===== src/rtl/mc_controller_if.sv =====
// Control bundle between the multicycle MIPS control FSM and its datapath.
// The controller drives every strobe and select; the datapath supplies the
// opcode from the instruction register and the ALU zero flag.
interface mc_controller_if;
    logic [5:0] op;
    logic       zero;
    logic       pcen;
    logic       irwrite;
    logic       memwrite;
    logic       regwrite;
    logic       iord;
    logic       memtoreg;
    logic       regdst;
    logic       alusrca;
    logic [1:0] alusrcb;
    logic       zext;
    logic [1:0] aluop;
    logic [1:0] pcsrc;
    logic       retire;
    logic       illegal_op;
    logic       halted;
    logic [3:0] state;

    // Controller side.
    modport master (
        input  op, zero,
        output pcen, irwrite, memwrite, regwrite, iord, memtoreg, regdst,
               alusrca, alusrcb, zext, aluop, pcsrc, retire, illegal_op,
               halted, state
    );

    // Datapath side.
    modport slave (
        output op, zero,
        input  pcen, irwrite, memwrite, regwrite, iord, memtoreg, regdst,
               alusrca, alusrcb, zext, aluop, pcsrc, retire, illegal_op,
               halted, state
    );
endinterface


===== src/rtl/mc_controller.sv =====
// Main control FSM of the multicycle MIPS datapath. Each instruction takes
// 2-5 cycles; the per-state control word is registered alongside the state,
// so every output except pcen, retire and illegal_op is a flop output.
// pcen follows the ALU zero flag during BEQEX, and the DECODE-time illegal
// opcode indication depends on op, which only becomes valid in DECODE.
module mc_controller #(
    parameter bit ILLEGAL_TRAP = 1'b0
) (
    input  logic            clk,
    input  logic            reset,
    mc_controller_if.master bus
);

    typedef enum logic [3:0] {
        S_FETCH   = 4'd0,
        S_DECODE  = 4'd1,
        S_MEMADR  = 4'd2,
        S_MEMRD   = 4'd3,
        S_MEMWB   = 4'd4,
        S_MEMWR   = 4'd5,
        S_RTYPEEX = 4'd6,
        S_RTYPEWB = 4'd7,
        S_BEQEX   = 4'd8,
        S_ADDIEX  = 4'd9,
        S_ORIEX   = 4'd10,
        S_IWB     = 4'd11,
        S_JEX     = 4'd12,
        S_HALT    = 4'd15
    } state_t;

    // Control word associated with one state.
    typedef struct packed {
        logic       pcwrite;
        logic       branch;
        logic       irwrite;
        logic       memwrite;
        logic       regwrite;
        logic       iord;
        logic       memtoreg;
        logic       regdst;
        logic       alusrca;
        logic [1:0] alusrcb;
        logic       zext;
        logic [1:0] aluop;
        logic [1:0] pcsrc;
        logic       retire;
        logic       halted;
    } ctrl_t;

    localparam logic [5:0] OP_RTYPE = 6'b000000;
    localparam logic [5:0] OP_J     = 6'b000010;
    localparam logic [5:0] OP_BEQ   = 6'b000100;
    localparam logic [5:0] OP_ADDI  = 6'b001000;
    localparam logic [5:0] OP_ORI   = 6'b001101;
    localparam logic [5:0] OP_LW    = 6'b100011;
    localparam logic [5:0] OP_SW    = 6'b101011;

    // Control word for a state; anything not set here stays 0.
    function automatic ctrl_t state_ctrl(input state_t s);
        ctrl_t c;
        c = '0;
        case (s)
            S_FETCH: begin
                c.irwrite = 1'b1;
                c.pcwrite = 1'b1;
                c.alusrcb = 2'b01;
            end
            S_DECODE: begin
                c.alusrcb = 2'b11;
            end
            S_MEMADR: begin
                c.alusrca = 1'b1;
                c.alusrcb = 2'b10;
            end
            S_MEMRD: begin
                c.iord = 1'b1;
            end
            S_MEMWB: begin
                c.memtoreg = 1'b1;
                c.regwrite = 1'b1;
                c.retire   = 1'b1;
            end
            S_MEMWR: begin
                c.iord     = 1'b1;
                c.memwrite = 1'b1;
                c.retire   = 1'b1;
            end
            S_RTYPEEX: begin
                c.alusrca = 1'b1;
                c.aluop   = 2'b10;
            end
            S_RTYPEWB: begin
                c.regdst   = 1'b1;
                c.regwrite = 1'b1;
                c.retire   = 1'b1;
            end
            S_BEQEX: begin
                c.alusrca = 1'b1;
                c.aluop   = 2'b01;
                c.pcsrc   = 2'b01;
                c.branch  = 1'b1;
                c.retire  = 1'b1;
            end
            S_ADDIEX: begin
                c.alusrca = 1'b1;
                c.alusrcb = 2'b10;
            end
            S_ORIEX: begin
                c.alusrca = 1'b1;
                c.alusrcb = 2'b10;
                c.zext    = 1'b1;
                c.aluop   = 2'b11;
            end
            S_IWB: begin
                c.regwrite = 1'b1;
                c.retire   = 1'b1;
            end
            S_JEX: begin
                c.pcsrc   = 2'b10;
                c.pcwrite = 1'b1;
                c.retire  = 1'b1;
            end
            S_HALT: begin
                c.halted = 1'b1;
            end
            default: c = '0;
        endcase
        return c;
    endfunction

    state_t r_state;
    ctrl_t  r_ctrl;
    state_t w_next;
    logic   w_op_known;
    logic   w_illegal;
    logic   w_run;

    // Next-state selection and recognition of the opcode in DECODE.
    always_comb begin
        // NOTE: every variable gets a default up front so no path through the case infers a latch.
        w_next     = S_FETCH;
        w_op_known = 1'b1;
        case (r_state)
            S_FETCH:   w_next = S_DECODE;
            S_DECODE: begin
                case (bus.op)
                    OP_LW, OP_SW: w_next = S_MEMADR;
                    OP_RTYPE:     w_next = S_RTYPEEX;
                    OP_BEQ:       w_next = S_BEQEX;
                    OP_ADDI:      w_next = S_ADDIEX;
                    OP_ORI:       w_next = S_ORIEX;
                    OP_J:         w_next = S_JEX;
                    default: begin
                        w_op_known = 1'b0;
                        w_next     = ILLEGAL_TRAP ? S_HALT : S_FETCH;
                    end
                endcase
            end
            S_MEMADR:  w_next = (bus.op == OP_SW) ? S_MEMWR : S_MEMRD;
            S_MEMRD:   w_next = S_MEMWB;
            S_RTYPEEX: w_next = S_RTYPEWB;
            S_ADDIEX:  w_next = S_IWB;
            S_ORIEX:   w_next = S_IWB;
            S_HALT:    w_next = S_HALT;
            default:   w_next = S_FETCH;
        endcase
        w_illegal = (r_state == S_DECODE) && !w_op_known;
    end

    // State register with the control word for the state being entered.
    always_ff @(posedge clk or posedge reset) begin
        if (reset) begin
            r_state <= S_FETCH;
            r_ctrl  <= state_ctrl(S_FETCH);
        end else begin
            // NOTE: non-blocking so state and control word both update from pre-edge values.
            r_state <= w_next;
            r_ctrl  <= state_ctrl(w_next);
        end
    end

    // Write strobes and pulses are held low for as long as reset is high.
    assign w_run = ~reset;

    assign bus.pcen       = w_run & (r_ctrl.pcwrite | (r_ctrl.branch & bus.zero));
    assign bus.irwrite    = w_run & r_ctrl.irwrite;
    assign bus.memwrite   = w_run & r_ctrl.memwrite;
    assign bus.regwrite   = w_run & r_ctrl.regwrite;
    assign bus.retire     = w_run & (r_ctrl.retire | (w_illegal & !ILLEGAL_TRAP));
    assign bus.illegal_op = w_run & w_illegal;
    assign bus.iord       = r_ctrl.iord;
    assign bus.memtoreg   = r_ctrl.memtoreg;
    assign bus.regdst     = r_ctrl.regdst;
    assign bus.alusrca    = r_ctrl.alusrca;
    assign bus.alusrcb    = r_ctrl.alusrcb;
    assign bus.zext       = r_ctrl.zext;
    assign bus.aluop      = r_ctrl.aluop;
    assign bus.pcsrc      = r_ctrl.pcsrc;
    assign bus.halted     = r_ctrl.halted;
    assign bus.state      = r_state;

endmodule


===== src/flat_wrapper.sv =====
// flat-port wrapper written by rule: the top's interface ports become plain ports
module mc_controller_flat 
#(
    parameter bit ILLEGAL_TRAP = 1'b0
)
  (clk, reset, bus_op, bus_zero, bus_pcen, bus_irwrite, bus_memwrite, bus_regwrite, bus_iord, bus_memtoreg, bus_regdst, bus_alusrca, bus_alusrcb, bus_zext, bus_aluop, bus_pcsrc, bus_retire, bus_illegal_op, bus_halted, bus_state);
  mc_controller_if bus_i ();
  input  logic clk;
  input  logic reset;
  input wire logic [$bits(bus_i.op)-1:0] bus_op;
  input wire logic [$bits(bus_i.zero)-1:0] bus_zero;
  output wire logic [$bits(bus_i.pcen)-1:0] bus_pcen;
  output wire logic [$bits(bus_i.irwrite)-1:0] bus_irwrite;
  output wire logic [$bits(bus_i.memwrite)-1:0] bus_memwrite;
  output wire logic [$bits(bus_i.regwrite)-1:0] bus_regwrite;
  output wire logic [$bits(bus_i.iord)-1:0] bus_iord;
  output wire logic [$bits(bus_i.memtoreg)-1:0] bus_memtoreg;
  output wire logic [$bits(bus_i.regdst)-1:0] bus_regdst;
  output wire logic [$bits(bus_i.alusrca)-1:0] bus_alusrca;
  output wire logic [$bits(bus_i.alusrcb)-1:0] bus_alusrcb;
  output wire logic [$bits(bus_i.zext)-1:0] bus_zext;
  output wire logic [$bits(bus_i.aluop)-1:0] bus_aluop;
  output wire logic [$bits(bus_i.pcsrc)-1:0] bus_pcsrc;
  output wire logic [$bits(bus_i.retire)-1:0] bus_retire;
  output wire logic [$bits(bus_i.illegal_op)-1:0] bus_illegal_op;
  output wire logic [$bits(bus_i.halted)-1:0] bus_halted;
  output wire logic [$bits(bus_i.state)-1:0] bus_state;
  assign bus_i.op = bus_op;
  assign bus_i.zero = bus_zero;
  assign bus_pcen = bus_i.pcen;
  assign bus_irwrite = bus_i.irwrite;
  assign bus_memwrite = bus_i.memwrite;
  assign bus_regwrite = bus_i.regwrite;
  assign bus_iord = bus_i.iord;
  assign bus_memtoreg = bus_i.memtoreg;
  assign bus_regdst = bus_i.regdst;
  assign bus_alusrca = bus_i.alusrca;
  assign bus_alusrcb = bus_i.alusrcb;
  assign bus_zext = bus_i.zext;
  assign bus_aluop = bus_i.aluop;
  assign bus_pcsrc = bus_i.pcsrc;
  assign bus_retire = bus_i.retire;
  assign bus_illegal_op = bus_i.illegal_op;
  assign bus_halted = bus_i.halted;
  assign bus_state = bus_i.state;
  mc_controller #(.ILLEGAL_TRAP(ILLEGAL_TRAP)) u_core (.clk(clk), .reset(reset), .bus(bus_i));
endmodule

===== config.mk =====
export PLATFORM = sky130hd
export DESIGN_NAME = mc_controller_flat
export DESIGN_NICKNAME = d
export VERILOG_FILES = /design/src/rtl/mc_controller_if.sv /design/src/rtl/mc_controller.sv /design/src/flat_wrapper.sv
export SDC_FILE = /design/constraint.sdc
export NUM_CORES = 1
export LEC_CHECK = 0
export CAP_MARGIN = 10
export CORE_MARGIN = 1.5
export CORE_UTILIZATION = 35
export DETAILED_ROUTE_END_ITERATION = 7
export GPL_TIMING_DRIVEN = 0
export PLACE_DENSITY = 0.61
export SLEW_MARGIN = 20
export SYNTH_ARGS = -nofsm -noshare
export SYNTH_HDL_FRONTEND = slang
export SYNTH_SLANG_ARGS = --single-unit

===== constraint.sdc =====
create_clock -name clk -period 1.95 [get_ports clk]
set_input_delay 0.2925 -clock clk [delete_from_list [all_inputs] [get_ports clk]]
set_output_delay 0.2925 -clock clk [all_outputs]
set_load 0.1 [all_outputs]

==> run metrics <==
Tightest Hold Check Type in2reg; share of cells above drive strength 1 40.4%; Cell Area, Synth 0.00125 mm2; first-pass GRT wire length 4860 um; crit path launch type flip-flop; Die Area 0.00394 mm2; CTS Root Cell clkbuf_4; Iteration-0 DRC Markers 18; Initial Utilization 36.9%; vias in the first global route 1032; gr ovfl total 0; die height 62.8 um; hold path depth 4; Endpoint, Worst Hold u_core.bus.alusrca; most frequent cell after synthesis dfrtp_1; average size of a mapped cell 10.6 um2; critical path capture point type output port; P per Cell Area 1620 mW/mm2; Final GP Congestion 0.809; Gate power share 71.0%; distinct cell type count after synthesis 49; nets@finish 171; largest net degree at the start of global routing 23; clock network fraction of total power 7.3%; fin crit share 113%; Worst R2R End u_core.bus.alusrca; Switching Fraction 54.8%; slew margin rel. 35.5%; Min Clock Period, post-route 2.21 ns; Die W 62.8 um; switching pwr 1.56 mW; dominant cells by area after synthesis dfrtp_1 (36%), dfstp_2 (6.3%), buf_4 (6.0%); Hold WS 0.485 ns; Final WS setup -0.260 ns; n_diodes 0; FF+latch area 539 um2; worst setup path class reg2out; initial antenna violation count 0; Vias 1062; peak supply drop 0.000917 V; Rows 21; Clock Skews 0.00169 ns; dpl ws -1.53 ns; Layout area overhead 40.5%; Worst R2R Setup Slack 0.01 ns; CP max FO 3; Final TNS setup -0.489 ns; Final Hold Fails 0; Max Clk Rate 0.453 GHz; internal power 1.29 mW; total CTS buffers 3; syn nets 127; Post-Route WL 2950 um; post-layout util 51.8%; Overall Power 2.84 mW; fill count 297; post-DR vias/cell 5.13; hold_buf cts 0; Leak 0.819 nW; clock latency on the worst-skew pair 0.31 ns; clk sinks 21; Synth Instances 118; synthesis warning total 0; detailed placement HPWL 2000 um; fin cells 207; Synth top area share 36.0%; clock-pin slew on the worst setup and hold paths 0.11 ns; Reg power frac 21.7%; Ports 31; Slew @ Worst Pin 0.972 ns; Residual DRC 0; status finished, violations left; Placed Cells 193; fin. max-slew vios 0; area leader, netlist dfrtp_1; Max Cap Viol 0; top cells by count, synth dfrtp_1 (18), nor2_1 (12), buf_4 (10), nand2_1 (7), nor3_1 (6); Worst EP arrival 1.92 ns; WP data required 1.66 ns; failing checks negative setup slack; CTS tree done; Post-DRT Antenna Nets 0; DR WL/cell 14.2 um; core footprint 0.00339 mm2; sequential fraction of the synthesis area 42.3%; #FFs+latches synth 21; area of the multi-input gates 676 um2; worst r2r src u_core.bus.state[0]; DR pass1 iterations 4; final setup vio count 2; Max clock buf depth 2; Finished Cell Area 0.00176 mm2; Top FF cell, synth dfrtp_1; H-tree lvl count 1; Crit. Startpoint u_core.bus.state[2]; Worst Hold Launch bus_op[0]; EDFF count, synth 0; IO buf count 29; GRT Total Usage 15.3%; Cell Area, Placed 0.00164 mm2; asr flop ratio synth 100%; RSZ-0062 raised after global routing yes; Worst Reg-to-Reg Cells 7
[layout by cell type (no fill, tap or decap), drive strengths merged, types with 2 or more instances in the layout]
master | netlist | final
nor4b | 2 | 2
o221ai | 2 | 2
or2 | 2 | 2
nand3 | 3 | 3
clkinvlp | 0 | 2
a21oi | 3 | 3
a31oi | 2 | 2
nand2b | 2 | 2
a21o | 3 | 3
clkdlybuf4s50 | 0 | 4
dlygate4sd2 | 0 | 16
nor2 | 13 | 13
xor2 | 2 | 2
dfstp | 3 | 3
and3 | 3 | 3
nor4 | 2 | 2
dfrtp | 18 | 18
o21ai | 5 | 5
nor3 | 6 | 6
inv | 4 | 3
and2 | 2 | 2
buf | 12 | 26
nor2b | 4 | 4
nand2 | 7 | 7
clkdlybuf4s15 | 0 | 2
clkbuf | 0 | 4
[state kept, by name, indices dropped and copies added (netlist names), 2 cells and up]
signal and cells:
u_core.r_ctrl 6, u_core.bus.alusrcb 2, u_core.bus.state 4, u_core.bus.aluop 2
[how the worst max path moves through the flow]
stage | depth (start not counted) | end
after floorplan | 5 | bus_retire
after global placement | 7 | bus_retire
after detailed placement | 7 | bus_retire
after CTS | 6 | bus_retire
after global routing | 5 | bus_retire
final | 5 | bus_retire
[repair_timing]
action,in CTS,in global routing
buffers inserted,7,3
resized for setup,56,11
pin swaps,5,4
setup endpoints to repair,23,17
cloned,0,1
[layer usage]
layer	global-route usage (%)	up-vias	share of wire (%)	routed length [um]
met1	20.6	521	44	1300
met2	25.1	29	51	1490
met4	1.67	0	0.64	19
li1	-	510	-	-
met5	0	-	0	0
met3	4.50	2	4.7	137
[critical path, stage by stage, from the launching register on]
cell and delay [ns]:
dfrtp_4 0.50, or2_4 0.24, or2_4 0.25, nor4b_4 0.32, a21o_4 0.14, buf_12 0.16
[power by group through the flow]
stage	combinational (mW)	sequential [mW]	clock, mW
after floorplan	1.21	0.974	0
after global placement	1.92	0.626	0
after CTS	2.02	0.622	0.213
after detailed placement	1.93	0.630	0
final	2.02	0.619	0.208
after global routing	2.12	0.634	0.233
[kinds of logic (layout without fill, tap and decap cells)]
family | after synthesis | after routing | synth area share [%]
AOI/OAI and AO/OA | 24 | 24 | 18.5
muxes | 1 | 1 | 0.801
and+or+nand+nor | 52 | 52 | 25.8
xor gates and xnor gates | 3 | 3 | 2.70
adders and majority gates | 1 | 1 | 0.801
buffers and inverters | 16 | 59 | 9.01
DFF | 21 | 21 | 42.3
[area by class of cell]
| cell class | instances | share of cell area (%) |
|---|---|---|
| tap | 46 | 3.28 |
| sequential | 21 | 30.7 |
| inverter | 4 | 1.07 |
| buffer | 11 | 5.13 |
| clock inverter | 1 | 0.285 |
| timing repair inverter | 1 | 0.285 |
| multi-input combinational | 81 | 38.5 |
| clock buffer | 3 | 1.28 |
| timing repair buffer | 39 | 19.5 |
(Power assumes the default switching activity.)
